==> config.mk <==
export PLATFORM = sky130hd
export DESIGN_NAME = id_pair_packer_flat
export DESIGN_NICKNAME = d
export VERILOG_FILES = /design/src/rtl/id_pair_packer_if.sv /design/src/rtl/id_pair_packer.sv /design/src/flat_wrapper.sv
export SDC_FILE = /design/constraint.sdc
export NUM_CORES = 1
export LEC_CHECK = 0
export CORE_MARGIN = 5
export CORE_UTILIZATION = 45
export DETAILED_ROUTE_END_ITERATION = 16
export GPL_ROUTABILITY_DRIVEN = 0
export PLACE_DENSITY = 0.8
export SLEW_MARGIN = 20
export SYNTH_ARGS = -nofsm -noshare
export SYNTH_HDL_FRONTEND = slang
export SYNTH_SLANG_ARGS = --single-unit
==> constraint.sdc <==
create_clock -name ap_clk -period 2.1 [get_ports ap_clk]
set_input_delay 0.315 -clock ap_clk [delete_from_list [all_inputs] [get_ports ap_clk]]
set_output_delay 0.315 -clock ap_clk [all_outputs]
set_load 0.03 [all_outputs]
==> src/rtl/id_pair_packer_if.sv <==
// Stream bundle for id_pair_packer.
//   S_AXIS_ID_PAIR_* : input stream of {ref_id, cmp_id} pairs (PAIR_WIDTH bits).
//   M_AXIS_DATA_*    : output stream of packed BUS_WIDTH-bit beats with tkeep/tlast.
// Modport slave is the packer's view; modport master is the view of whoever drives
// the pair stream and sinks the packed beats.
interface id_pair_packer_if #(
    parameter int unsigned BUS_WIDTH    = 128,
    parameter int unsigned VEC_ID_WIDTH = 8
);
    localparam int unsigned PAIR_WIDTH = 2 * VEC_ID_WIDTH;

    logic [PAIR_WIDTH-1:0]  S_AXIS_ID_PAIR_tdata;
    logic                   S_AXIS_ID_PAIR_tvalid;
    logic                   S_AXIS_ID_PAIR_tlast;
    logic                   S_AXIS_ID_PAIR_tready;
    logic [BUS_WIDTH-1:0]   M_AXIS_DATA_tdata;
    logic [BUS_WIDTH/8-1:0] M_AXIS_DATA_tkeep;
    logic                   M_AXIS_DATA_tvalid;
    logic                   M_AXIS_DATA_tlast;
    logic                   M_AXIS_DATA_tready;

    modport slave (
        input  S_AXIS_ID_PAIR_tdata,
        input  S_AXIS_ID_PAIR_tvalid,
        input  S_AXIS_ID_PAIR_tlast,
        output S_AXIS_ID_PAIR_tready,
        output M_AXIS_DATA_tdata,
        output M_AXIS_DATA_tkeep,
        output M_AXIS_DATA_tvalid,
        output M_AXIS_DATA_tlast,
        input  M_AXIS_DATA_tready
    );

    modport master (
        output S_AXIS_ID_PAIR_tdata,
        output S_AXIS_ID_PAIR_tvalid,
        output S_AXIS_ID_PAIR_tlast,
        input  S_AXIS_ID_PAIR_tready,
        input  M_AXIS_DATA_tdata,
        input  M_AXIS_DATA_tkeep,
        input  M_AXIS_DATA_tvalid,
        input  M_AXIS_DATA_tlast,
        output M_AXIS_DATA_tready
    );
endinterface

==> src/rtl/id_pair_packer.sv <==
// Packs 16-bit {ref_id, cmp_id} pairs into BUS_WIDTH-bit beats.
//   ap_clk, ap_rstn : clock, asynchronous active-low reset.
//   axis (slave)    : pair input stream and packed beat output stream.
//   pair_count      : pairs accepted since reset (wraps).
//   beat_count      : output beats handshaken since reset (wraps).
// A beat is emitted when the last slot fills or a pair carries tlast; partial beats
// carry contiguous tkeep from byte 0 and zeros in unused slots.
module id_pair_packer #(
    parameter int unsigned BUS_WIDTH    = 128,
    parameter int unsigned VEC_ID_WIDTH = 8
) (
    input  logic                ap_clk,
    input  logic                ap_rstn,
    id_pair_packer_if.slave     axis,
    output logic [31:0]         pair_count,
    output logic [31:0]         beat_count
);
    localparam int unsigned PAIR_WIDTH     = 2 * VEC_ID_WIDTH;
    localparam int unsigned PAIRS_PER_BEAT = BUS_WIDTH / PAIR_WIDTH;
    localparam int unsigned KEEP_WIDTH     = BUS_WIDTH / 8;
    localparam int unsigned BYTES_PER_PAIR = PAIR_WIDTH / 8;
    localparam int unsigned SLOT_W         = (PAIRS_PER_BEAT > 1) ? $clog2(PAIRS_PER_BEAT) : 1;
    localparam logic [SLOT_W-1:0] LAST_SLOT = SLOT_W'(PAIRS_PER_BEAT - 1);

    logic [BUS_WIDTH-1:0]  pack_q, pack_d;
    logic [SLOT_W-1:0]     slot_q;
    logic [BUS_WIDTH-1:0]  data_q;
    logic [KEEP_WIDTH-1:0] keep_q, keep_d;
    logic                  last_q;
    logic                  valid_q;
    logic [31:0]           pair_cnt_q;
    logic [31:0]           beat_cnt_q;

    logic s_ready;
    logic accept;
    logic complete;
    logic m_done;

    always_comb begin
        // Combinational ready from M tready keeps full throughput on a held beat.
        s_ready  = !valid_q || axis.M_AXIS_DATA_tready;
        accept   = axis.S_AXIS_ID_PAIR_tvalid && s_ready;
        complete = accept && ((slot_q == LAST_SLOT) || axis.S_AXIS_ID_PAIR_tlast);
        m_done   = valid_q && axis.M_AXIS_DATA_tready;

        // Slots below the current one come from the pack, the current slot takes the
        // incoming pair, slots above are forced to zero.
        pack_d = '0;
        keep_d = '0;
        for (int k = 0; k < int'(PAIRS_PER_BEAT); k++) begin
            if (SLOT_W'(k) < slot_q) begin
                pack_d[k*PAIR_WIDTH +: PAIR_WIDTH] = pack_q[k*PAIR_WIDTH +: PAIR_WIDTH];
            end else if (SLOT_W'(k) == slot_q) begin
                pack_d[k*PAIR_WIDTH +: PAIR_WIDTH] = axis.S_AXIS_ID_PAIR_tdata;
            end
            if (SLOT_W'(k) <= slot_q) begin
                keep_d[k*BYTES_PER_PAIR +: BYTES_PER_PAIR] = '1;
            end
        end
    end

    always_ff @(posedge ap_clk or negedge ap_rstn) begin
        if (!ap_rstn) begin
            pack_q     <= '0;
            slot_q     <= '0;
            data_q     <= '0;
            keep_q     <= '0;
            last_q     <= 1'b0;
            valid_q    <= 1'b0;
            pair_cnt_q <= '0;
            beat_cnt_q <= '0;
        end else begin
            if (accept) begin
                pair_cnt_q <= pair_cnt_q + 32'd1;
            end
            if (m_done) begin
                beat_cnt_q <= beat_cnt_q + 32'd1;
            end
            if (complete) begin
                // Loads back-to-back even when the previous beat handshakes this edge.
                data_q  <= pack_d;
                keep_q  <= keep_d;
                last_q  <= axis.S_AXIS_ID_PAIR_tlast;
                valid_q <= 1'b1;
                pack_q  <= '0;
                slot_q  <= '0;
            end else begin
                if (accept) begin
                    pack_q <= pack_d;
                    slot_q <= slot_q + SLOT_W'(1);
                end
                if (m_done) begin
                    valid_q <= 1'b0;
                end
            end
        end
    end

    assign axis.S_AXIS_ID_PAIR_tready = s_ready;
    assign axis.M_AXIS_DATA_tdata     = data_q;
    assign axis.M_AXIS_DATA_tkeep     = keep_q;
    assign axis.M_AXIS_DATA_tlast     = last_q;
    assign axis.M_AXIS_DATA_tvalid    = valid_q;
    assign pair_count                 = pair_cnt_q;
    assign beat_count                 = beat_cnt_q;
endmodule
==> src/flat_wrapper.sv <==
// flat-port wrapper written by rule: the top's interface ports become plain ports
module id_pair_packer_flat 
#(
    parameter int unsigned BUS_WIDTH    = 128,
    parameter int unsigned VEC_ID_WIDTH = 8
)
  (ap_clk, ap_rstn, pair_count, beat_count, axis_S_AXIS_ID_PAIR_tdata, axis_S_AXIS_ID_PAIR_tvalid, axis_S_AXIS_ID_PAIR_tlast, axis_S_AXIS_ID_PAIR_tready, axis_M_AXIS_DATA_tdata, axis_M_AXIS_DATA_tkeep, axis_M_AXIS_DATA_tvalid, axis_M_AXIS_DATA_tlast, axis_M_AXIS_DATA_tready);
  id_pair_packer_if #(.BUS_WIDTH(BUS_WIDTH), .VEC_ID_WIDTH(VEC_ID_WIDTH)) axis_i ();
  input  logic ap_clk;
  input  logic ap_rstn;
  output logic [31:0] pair_count;
  output logic [31:0] beat_count;
  input wire logic [$bits(axis_i.S_AXIS_ID_PAIR_tdata)-1:0] axis_S_AXIS_ID_PAIR_tdata;
  input wire logic [$bits(axis_i.S_AXIS_ID_PAIR_tvalid)-1:0] axis_S_AXIS_ID_PAIR_tvalid;
  input wire logic [$bits(axis_i.S_AXIS_ID_PAIR_tlast)-1:0] axis_S_AXIS_ID_PAIR_tlast;
  output wire logic [$bits(axis_i.S_AXIS_ID_PAIR_tready)-1:0] axis_S_AXIS_ID_PAIR_tready;
  output wire logic [$bits(axis_i.M_AXIS_DATA_tdata)-1:0] axis_M_AXIS_DATA_tdata;
  output wire logic [$bits(axis_i.M_AXIS_DATA_tkeep)-1:0] axis_M_AXIS_DATA_tkeep;
  output wire logic [$bits(axis_i.M_AXIS_DATA_tvalid)-1:0] axis_M_AXIS_DATA_tvalid;
  output wire logic [$bits(axis_i.M_AXIS_DATA_tlast)-1:0] axis_M_AXIS_DATA_tlast;
  input wire logic [$bits(axis_i.M_AXIS_DATA_tready)-1:0] axis_M_AXIS_DATA_tready;
  assign axis_i.S_AXIS_ID_PAIR_tdata = axis_S_AXIS_ID_PAIR_tdata;
  assign axis_i.S_AXIS_ID_PAIR_tvalid = axis_S_AXIS_ID_PAIR_tvalid;
  assign axis_i.S_AXIS_ID_PAIR_tlast = axis_S_AXIS_ID_PAIR_tlast;
  assign axis_S_AXIS_ID_PAIR_tready = axis_i.S_AXIS_ID_PAIR_tready;
  assign axis_M_AXIS_DATA_tdata = axis_i.M_AXIS_DATA_tdata;
  assign axis_M_AXIS_DATA_tkeep = axis_i.M_AXIS_DATA_tkeep;
  assign axis_M_AXIS_DATA_tvalid = axis_i.M_AXIS_DATA_tvalid;
  assign axis_M_AXIS_DATA_tlast = axis_i.M_AXIS_DATA_tlast;
  assign axis_i.M_AXIS_DATA_tready = axis_M_AXIS_DATA_tready;
  id_pair_packer #(.BUS_WIDTH(BUS_WIDTH), .VEC_ID_WIDTH(VEC_ID_WIDTH)) u_core (.ap_clk(ap_clk), .ap_rstn(ap_rstn), .axis(axis_i), .pair_count(pair_count), .beat_count(beat_count));
endmodule
==> metrics.txt <==
GR Layer Usage met1 0.3076; Total Power roughly 17000 µW; Worst Setup Path Type reg -> out; detailed router's first-iteration violation count approximately 1200; first-pass iteration count of the detailed router 5; leakage power total just under 0.008 µW; netlist area before placement 0.01336 mm²; CTS Buffer Depth 3; vias in the first global route between 10000 and 15000; All-Layer GR Usage 0.2358; Max stage delay on crit path ~0.75 ns; count of maximum capacitance violations 0; Gate power share 0.240; number of antenna violations at the first check in global routing 0; Cell Chain, Critical Path clkdlybuf4s50_1; r2r worst-path depth 7; total of endpoints with negative setup slack in the final report 0; slew at the pin with the worst max-slew slack between 0.6 and 0.7 ns; worst clock skew on the final layout between 0.01 and 0.015 ns; GR Layer Usage met3 0.04844; relative slew slack 0.5544; buffers plus inverters on the worst setup path 1; clock share of power 0.344; startpoint type of the worst setup path flop; count of nets left with antenna violations after detail routing 0; fin area between 0.015 and 0.02 mm²; crit path launch u_core.pair_count[1]; Die W between 150 and 200 µm; dominant synthesized flop cell dfrtp_1; quantity of I/O buffers inserted on ports roughly 230; P_int roughly 12000 µW; clock tree from TritonCTS yes; synthesis-to-layout area growth 32.12%; insertion delay of the later-clocked pin in the worst-skew pair approximately 0.5 ns; height of the die ~180 µm; period utilization 0.9707; Core ar. about 0.029 mm²; setup bufs post-CTS 0; most crowded layer after global routing met2; Power per Cell Area 987.5 mW/mm²; met2 Track Usage GR 0.3846; Setup crit end kind output port; post-route minimum period between 2 and 2.5 ns; net switching power 5498 µW; Synth warnings 0; total vias in the final route 11022; R2R Path Start u_core.slot_q[0]; clock sink count roughly 320; Hold Vio Cnt, Final 0; count of boundary I/O pins between 200 and 250; reg-to-reg critical path endpoint u_core.axis.M_AXIS_DATA_tdata[58]; CTS Buf Count 34; worst-path maximum fanout 6; count of pins over their slew limit 0; number of flops mapped to enable cells by yosys 0; number of remaining DRC errors 0; fraction of the yosys area taken by sequential cells 0.5939; antenna cells 0; post-detailed-routing wire length 39.67 mm; wire length of the first global-routing pass ~63 mm; detailed-route vias per instance 5.735; data required time of the worst path between 1.5 and 2 ns; average size of a mapped cell 10.44 µm²; Hold Path Class in -> async; count of H-tree levels built during CTS 2; flops & latches, synth roughly 320; HPWL after detailed placement around 26 mm; result of the run finished clean; Synth cell types 37; nets in the synthesized netlist around 1300; cell area after placement roughly 0.016 mm²; proportion of layout cells with a drive suffix above 1 0.09791; DR WL/cell between 20 and 25 µm; largest net degree at the start of global routing 95; maximum ir drop on the vdd rail approximately 0.00064 V; RSZ-0062 raised after global routing true; sw frac 0.3155; Final nets ~1500; setup slack, reg-to-reg about 0.08 ns; data arrival time of the critical path roughly 1.7 ns; die area approximately 0.033 mm²; Site Rows 63; Clock Tree Root clkbuf_16; share of total power in sequential cells 0.415; kind of cell with the highest combined delay on the critical path buffers and inverters; FFs w/ async S/R, synth 1.000; gate count after technology mapping about 1300; Peak Freq between 0.4 and 0.5 GHz; clock transition at the register clock pins on the worst setup and hold paths after CTS 0.06 ns; total grt overflow 0; cell with the largest stage delay on the worst path clkdlybuf4s50_1; Starting Density 0.4531
worst max path at each step:
stage / to / slack, ns / depth (start not counted)
after floorplan: u_core.pack_q[102] / 0.009 / 6
after global placement: u_core.axis.M_AXIS_DATA_tdata[91] / 0.01 / 7
after detailed placement: u_core.axis.M_AXIS_DATA_tdata[91] / -0.04 / 7
after CTS: u_core.axis.M_AXIS_DATA_tdata[1] / 0.03 / 7
after global routing: u_core.axis.M_AXIS_DATA_tdata[91] / -0.02 / 7
final: pair_count[1] / 0.06 / 1
layout by cell type (no fill, tap or decap), types with 2 or more instances in the layout:
master           synthesis  layout
and3_1                  14      13
nand4_1                 16      16
nor3_1                  19      18
xnor2_1                 26      26
and2_1                   6       6
clkbuf_1                85       6
a221oi_1                48      48
a31oi_1                 66      66
o21ai_0                101     101
nor4_2                   4       4
and4_1                   7       6
nor2b_1                 50      50
a22o_1                  82      82
nor4_1                  17      17
ha_1                     6       6
clkinv_2                 0       4
nand3_1                 39      37
buf_12                   0      14
clkbuf_8                 0       8
nand2_1                152     151
a21o_1                   4       4
buf_8                    0       2
inv_1                   13      13
nor2_2                   0       2
clkbuf_16                0      37
buf_4                    8      64
nor2_1                 127     125
clkdlybuf4s50_1          0     229
or2_2                    2       2
xor2_1                  36      36
dfrtp_1                317     317
power groups by stage:
| stage | registers (µW) | logic, µW | clock network, µW |
|---|---|---|---|
| 2_1_floorplan | 8240 | 1290 | 0 |
| 3_3_place_gp | 7310 | 4100 | 0 |
| 3_5_place_dp | 7330 | 4180 | 0 |
| 4_1_cts | 7230 | 4210 | 6090 |
| 5_1_grt | 7310 | 4470 | 6350 |
| 6_report | 7240 | 4190 | 6000 |
per-layer routing:
metal,share of wire,wire (µm)
met1,0.40,15920
met2,0.48,19240
met3,0.069,2741
met4,0.044,1765
met5,0,0
cells by family after synthesis:
kind of cell | count (synthesis) | share of synthesized area
adder cells (fa/ha/maj) | 6 | 0.005620
XOR/XNOR | 62 | 0.04065
flip-flops | 317 | 0.5939
AND/OR/NAND/NOR | 458 | 0.1605
buffers and inverters | 130 | 0.04056
AO/OA/AOI/OAI | 305 | 0.1579
multiplexers | 1 | 0.0008430
area by class of cell:
class | count | area (µm²)
Tap cell | 390 | 488.0
Sequential cell | 317 | 7933
Inverter | 13 | 48.80
Clock buffer | 51 | 1059
Clock inverter | 7 | 68.82
Fill cell | 2352 | 11830
Timing Repair Buffer | 312 | 3132
Multi-Input combinational cell | 832 | 4920
synthesized netlist by cell type, drive strengths merged (6+ instances only):
library cell / number / area share
dfrtp: 317 / 0.59
nand2: 152 / 0.043
nor2: 127 / 0.036
o21ai: 102 / 0.038
clkbuf: 86 / 0.024
a22o: 82 / 0.054
a31oi: 66 / 0.031
nor2b: 50 / 0.023
a221oi: 48 / 0.031
nand3: 39 / 0.015
xor2: 36 / 0.024
buf: 31 / 0.013
xnor2: 26 / 0.017
nor4: 21 / 0.012
nor3: 19 / 0.0071
nand4: 16 / 0.0075
and3: 14 / 0.0066
inv: 13 / 0.0037
and4: 7 / 0.0046
and2: 6 / 0.0028
ha: 6 / 0.0056
stage by stage:
step	setup TNS [ns]	instances	hold WS, ns	utilization	worst slack [ns]
after floorplan	0	1279	0.01941	-	0.009038
after global placement	0	1863	0.2905	0.5593	0.01341
after detailed placement	-0.03837	1863	0.2895	0.5593	-0.03837
after CTS	0	1922	0.3585	0.5980	0.03442
after global routing	-0.02343	1922	0.3850	0.5986	-0.02343
final	0	1922	0.3359	0.5986	0.06150
repair_timing:
action,in CTS,in global routing
pin swaps,0,1
gates resized for setup,1,5
hold buffers,1,0
endpoints found under the setup margin,1,34
endpoints found under the hold margin,50,0
sequential cells by signal, indices dropped and copies added, names as in the netlist:
signal	cells
u_core.axis.M_AXIS_DATA_tvalid	1
u_core.axis.M_AXIS_DATA_tdata	128
u_core.axis.M_AXIS_DATA_tlast	1
u_core.axis.M_AXIS_DATA_tkeep	8
u_core.pair_count	32
u_core.slot_q	3
u_core.beat_count	32
u_core.pack_q	112
Note: power is estimated with default switching activity, not from simulation.
